### config.mk
export PLATFORM = sky130hd
export DESIGN_NAME = midi_message_parser
export DESIGN_NICKNAME = d
export VERILOG_FILES = /design/src/rtl/midi_message_parser_pkg.sv /design/src/rtl/midi_message_parser.sv
export SDC_FILE = /design/constraint.sdc
export NUM_CORES = 1
export LEC_CHECK = 0
export ABC_AREA = 1
export CAP_MARGIN = 5
export CORE_ASPECT_RATIO = 1.5
export CORE_MARGIN = 4
export CORE_UTILIZATION = 40
export CTS_BUF_LIST = sky130_fd_sc_hd__clkbuf_4 sky130_fd_sc_hd__clkbuf_8
export CTS_CLUSTER_DIAMETER = 120
export DETAILED_ROUTE_END_ITERATION = 10
export GPL_ROUTABILITY_DRIVEN = 1
export GPL_TIMING_DRIVEN = 1
export SYNTH_ARGS = -nofsm -noshare
export SYNTH_HDL_FRONTEND = slang
export SYNTH_SLANG_ARGS = --single-unit
### constraint.sdc
create_clock -name clock_50_000_000 -period 3.39 [get_ports clock_50_000_000]
set_clock_uncertainty 0.1 [all_clocks]
set_input_delay 1.017 -clock clock_50_000_000 [delete_from_list [all_inputs] [get_ports clock_50_000_000]]
set_output_delay 1.017 -clock clock_50_000_000 [all_outputs]
set_load 0.01 [all_outputs]
### src/rtl/midi_message_parser_pkg.sv
// Shared MIDI types: channel-voice message record, status-byte constants and
// the data-byte count lookup used by the parser.
package midi_message_parser_pkg;

  typedef enum logic [3:0] {
    NOTE_OFF         = 4'h8,
    NOTE_ON          = 4'h9,
    POLY_PRESSURE    = 4'hA,
    CONTROL_CHANGE   = 4'hB,
    PROGRAM_CHANGE   = 4'hC,
    CHANNEL_PRESSURE = 4'hD,
    PITCH_BEND       = 4'hE
  } message_type_t;

  typedef struct packed {
    message_type_t message_type;
    logic [3:0]    channel;
    logic [6:0]    data_byte1;
    logic [6:0]    data_byte2;
  } message_t;

  localparam logic [7:0] SYSEX_START  = 8'hF0;
  localparam logic [7:0] SYSEX_END    = 8'hF7;
  localparam logic [7:0] REALTIME_MIN = 8'hF8;

  function automatic logic [1:0] data_bytes_for(input message_type_t t);
    return (t == PROGRAM_CHANGE || t == CHANNEL_PRESSURE) ? 2'd1 : 2'd2;
  endfunction

endpackage

### src/rtl/midi_message_parser.sv
// Assembles channel-voice messages from a raw MIDI byte stream with running
// status, real-time pass-over, SysEx skipping and an optional channel filter.
module midi_message_parser
  import midi_message_parser_pkg::*;
#(
  parameter int CHANNEL_FILTER = 16,
  parameter bit VEL0_IS_OFF    = 1'b1
) (
  input  logic       clock_50_000_000,
  input  logic       reset_l,
  input  logic [7:0] byte_in,
  input  logic       byte_ready,
  output message_t   message,
  output logic       message_ready
);

  typedef enum logic [1:0] {IDLE, WAIT_D1, WAIT_D2, SYSEX} state_t;

  state_t        state_q, state_d;
  logic          rs_valid_q, rs_valid_d;
  message_type_t rs_type_q, rs_type_d;
  logic [3:0]    rs_chan_q, rs_chan_d;
  logic [6:0]    d1_q, d1_d;
  message_t      msg_q, msg_d;
  logic          rdy_q, rdy_d;

  logic is_data, is_chan, is_rt, is_sys;
  always_comb begin
    is_data = ~byte_in[7];
    is_rt   = (byte_in >= REALTIME_MIN);
    is_sys  = (byte_in[7:4] == 4'hF) && !is_rt;
    is_chan = byte_in[7] && (byte_in[7:4] != 4'hF);
  end

  logic       emit;
  logic [6:0] emit_d1, emit_d2;
  logic       chan_ok;

  assign chan_ok = (CHANNEL_FILTER == 16) || (32'(rs_chan_q) == CHANNEL_FILTER);

  always_comb begin
    state_d    = state_q;
    rs_valid_d = rs_valid_q;
    rs_type_d  = rs_type_q;
    rs_chan_d  = rs_chan_q;
    d1_d       = d1_q;
    emit       = 1'b0;
    emit_d1    = '0;
    emit_d2    = '0;
    if (byte_ready) begin
      if (is_data) begin
        unique case (state_q)
          WAIT_D1: if (rs_valid_q) begin
            if (data_bytes_for(rs_type_q) == 2'd1) begin
              emit    = 1'b1;
              emit_d1 = byte_in[6:0];
            end else begin
              d1_d    = byte_in[6:0];
              state_d = WAIT_D2;
            end
          end
          WAIT_D2: begin
            emit    = 1'b1;
            emit_d1 = d1_q;
            emit_d2 = byte_in[6:0];
            state_d = WAIT_D1;
          end
          default: ;
        endcase
      end else if (is_chan) begin
        rs_valid_d = 1'b1;
        rs_type_d  = message_type_t'(byte_in[7:4]);
        rs_chan_d  = byte_in[3:0];
        state_d    = WAIT_D1;
      end else if (is_sys) begin
        // SysEx end only closes the skip; other system bytes kill running status
        if (byte_in == SYSEX_START) begin
          rs_valid_d = 1'b0;
          state_d    = SYSEX;
        end else if (byte_in == SYSEX_END) begin
          state_d    = IDLE;
        end else begin
          rs_valid_d = 1'b0;
          state_d    = IDLE;
        end
      end
    end
  end

  always_comb begin
    msg_d = msg_q;
    rdy_d = 1'b0;
    if (emit && chan_ok) begin
      rdy_d            = 1'b1;
      msg_d.channel    = rs_chan_q;
      msg_d.data_byte1 = emit_d1;
      msg_d.data_byte2 = emit_d2;
      msg_d.message_type = (VEL0_IS_OFF && rs_type_q == NOTE_ON && emit_d2 == 7'd0)
                           ? NOTE_OFF : rs_type_q;
    end
  end

  always_ff @(posedge clock_50_000_000 or negedge reset_l) begin
    if (!reset_l) begin
      state_q    <= IDLE;
      rs_valid_q <= 1'b0;
      rs_type_q  <= NOTE_OFF;
      rs_chan_q  <= '0;
      d1_q       <= '0;
      msg_q      <= '0;
      rdy_q      <= 1'b0;
    end else begin
      state_q    <= state_d;
      rs_valid_q <= rs_valid_d;
      rs_type_q  <= rs_type_d;
      rs_chan_q  <= rs_chan_d;
      d1_q       <= d1_d;
      msg_q      <= msg_d;
      rdy_q      <= rdy_d;
    end
  end

  assign message       = msg_q;
  assign message_ready = rdy_q;

endmodule

==> run_results.csv <==
group,metric,value,unit
cells_and_area,layout.nets,277,
clocking,insertion_delay,0.29,ns
yosys,ys_warn_count,0,
timing,finalMaxSlewViolations,0,
global_routing,overflow,0,
clocking,hold_buffers,0,
yosys,synth_area_leader_cell,"dfrtp_1",
outcome,status,"completed",
cells_and_area,final_cells,329,
worst_setup_path,cp_top_family,"buffers and inverters",
placed_design,dp_cells,321,
timing,rsz0062_at_grt,"no",
worst_setup_path,r2r_cells,8,
hold_path,hold_path_class,"reg2reg",
timing,fmax,401,MHz
placed_design,place.gp.congestion,0.882,
power,power_switching_share,0.320,
die,io_pins,34,
worst_setup_path,crit_type,"in2reg",
timing,max-slew-margin-rel,0.426,
cells_and_area,n_antenna_cell,0,
hold_path,min_from,"message[21]$_DFFE_PN0P_",
clocking,clkSlewWorstSetupHoldPaths,0.08,ns
power,p_clk_frac,0.231,
global_routing,grt_max_degree,41,
worst_setup_path,reg2reg_slack,1.39,ns
timing,setup_viol,0,
worst_setup_path,required,3.47,ns
yosys,avgSynthCellArea,8.37,um^2
die,dieWidth,64.9,um
detailed_routing,drt-initial-drc-count,57,
clocking,cts_tree,"built",
yosys,synth_fp_nets,245,
timing,setup_ws,0.893,ns
timing,fin_setup_tns,0,ns
worst_setup_path,path_buf_inv,2,
clocking,cts_root_buf,"clkbuf_8",
worst_setup_path,end_kind,"flip-flop",
detailed_routing,routedWlPerCell,12.4,um
die,floorplan.initialDensity,0.421,
detailed_routing,ant_nets,0,
cells_and_area,nFillCells,457,
clocking,cts.sinks,40,
clocking,cts_buffers,5,
worst_setup_path,worstPathCellList,"clkdlybuf4s50_1, nor3_4, nand2_4, inv_2, or2_1",
yosys,synth.top_cells.by_area,"dfrtp_1 (52%), nand2_1 (13%), nor2_1 (6.2%)",
clocking,post-cts-setup-buffers,0,
hold_path,min_path_cells,1,
detailed_routing,drc_errors,0,
yosys,synthCells,232,
die,die_area,0.00606,mm^2
detailed_routing,vias,1530,
hold_path,min_to,"message[21]$_DFFE_PN0P_",
clocking,htree_levels,2,
detailed_routing,routed_wl,4.07,mm
power,power_density,755,mW/mm^2
placed_design,portBuffers,33,
worst_setup_path,crit-reg2reg-launch,"state_q[0]$_DFFE_PN0P_",
timing,fin_crit_sh,0.737,
cells_and_area,utilization,0.519,
power,pwr-share-comb,0.363,
global_routing,grt_pass1_vias,1531,
timing,final.min_clock_period,2.50,ns
placed_design,dp_hpwl,2.98,mm
job,maxCapViolCount,0,
power,p_switching,579,uW
yosys,synth_cell_type_count,24,
cells_and_area,drive_gt1_frac,0.109,
yosys,yosysSeqAreaShare,0.515,
timing,final-hold-violation-count,0,
global_routing,antenna_found_initial,0,
clocking,cts_resized,0,
worst_setup_path,cp.arrival,2.58,ns
clocking,clock_path_buffers,2,
power,peakVddDrop,407,uV
detailed_routing,dr.pass1.iters,4,
yosys,syn_area,0.00194,mm^2
global_routing,grt_pass1_wl,7.12,mm
die,die_h,93.3,um
worst_setup_path,cp_max_fo,36,
placed_design,post-place-ws,0.569,ns
cells_and_area,area_delta_synth_final,23.3,%
worst_setup_path,slowest_delay,0.73,ns
power,internal_power,1.23,mW
yosys,synth.top_cell.area_share,0.515,
power,p_leak,1.18,nW
die,core-area,0.00462,mm^2
worst_setup_path,cp-start-kind,"input port",
die,num_rows,30,
timing,tightestPinTransition,0.861,ns
worst_setup_path,reg2reg_to,"message[8]$_DFFE_PN0P_",
detailed_routing,via_per_inst,4.65,
yosys,ys_ff_latch,40,
power,p_seq_frac,0.405,
global_routing,grt_usage,0.153,
worst_setup_path,crit_slowest_cell,"clkdlybuf4s50_1",
worst max path at each step:
stage	depth (start not counted)	start	slack, ns	end
2_1_floorplan	6	byte_in[7]	1.41	message[14]$_DFFE_PN0P_
3_3_place_gp	5	byte_in[7]	0.60	message[21]$_DFFE_PN0P_
4_1_cts	5	byte_in[7]	0.88	message[21]$_DFFE_PN0P_
6_report	5	byte_in[7]	0.89	message[21]$_DFFE_PN0P_
3_5_place_dp	5	byte_in[7]	0.57	message[21]$_DFFE_PN0P_
5_1_grt	7	byte_ready	0.73	message[7]$_DFFE_PN0P_
metrics by stage:
stage	cell area, um^2	hold slack [ns]	total power [mW]
2_1_floorplan	1940	0.353	1.11
3_3_place_gp	2270	0.347	1.40
3_5_place_dp	2270	0.364	1.41
4_1_cts	2390	0.382	1.84
5_1_grt	2390	0.411	1.95
6_report	2390	0.378	1.81
metal layers:
| metal | vias to the layer above | GRT usage | part of all wire |
|---|---|---|---|
| li1 | 786 | - | - |
| met1 | 702 | 0.173 | 0.42 |
| met2 | 36 | 0.271 | 0.52 |
| met3 | 6 | 0.0373 | 0.050 |
| met4 | 0 | 0.0617 | 0.018 |
| met5 | - | 0 | 0 |
registers in the layout, indices dropped and copies added (netlist names):
signal	cells
message	22
d1_q	7
rs_chan_q	4
rs_type_q	3
state_q	2
message_ready	1
rs_valid_q	1
layout make-up:
cell class,count,area (um^2),area share
Timing Repair Buffer,33,325,0.136
Inverter,28,105,0.0439
Multi-Input combinational cell,156,757,0.316
Sequential cell,40,1000,0.418
Tap cell,64,80.1,0.0334
Clock inverter,1,30.0,0.0125
Clock buffer,7,96.3,0.0402
power by group through the flow:
stage,combinational (mW),sequential [mW],clock [mW]
after floorplan,0.329,0.786,0
after global placement,0.657,0.741,0
after detailed placement,0.664,0.744,0
after CTS,0.669,0.735,0.435
after global routing,0.742,0.757,0.451
final,0.657,0.733,0.419
Yosys cell counts:
| master | count |
|---|---|
| nor2_1 | 32 |
| buf_6 | 4 |
| nand2_2 | 2 |
| inv_1 | 26 |
| buf_4 | 2 |
| o21ai_1 | 4 |
| or2_1 | 1 |
| nor3_4 | 1 |
| nand2_4 | 1 |
| nor2_4 | 2 |
| dfrtp_1 | 40 |
| nand3_1 | 6 |
| o21ai_0 | 19 |
| nand4_1 | 2 |
| clkbuf_8 | 1 |
| ha_1 | 2 |
| o22ai_1 | 3 |
| a21oi_1 | 3 |
| o21ai_2 | 10 |
| inv_2 | 2 |
| nand3_2 | 1 |
| nand2_1 | 66 |
| buf_2 | 1 |
| nor2_2 | 1 |
cells in the final DEF, fill, tap and decap left out, drive strengths merged:
cell           count
nor3               1
clkbuf             7
clkdlybuf4s50     32
o22ai              3
buf                1
or2                1
nor2              35
dfrtp             40
ha                 2
nand2             69
inv               28
nand4              2
a21oi              3
bufinv             1
nand3              7
o21ai             33
cells by family after synthesis:
kind of cell	synth area share
buffers and inverters	0.0947
flip-flops	0.515
AO/OA/AOI/OAI	0.122
AND/OR/NAND/NOR	0.255
adder cells (fa/ha/maj)	0.0129
(Power assumes the default switching activity.)
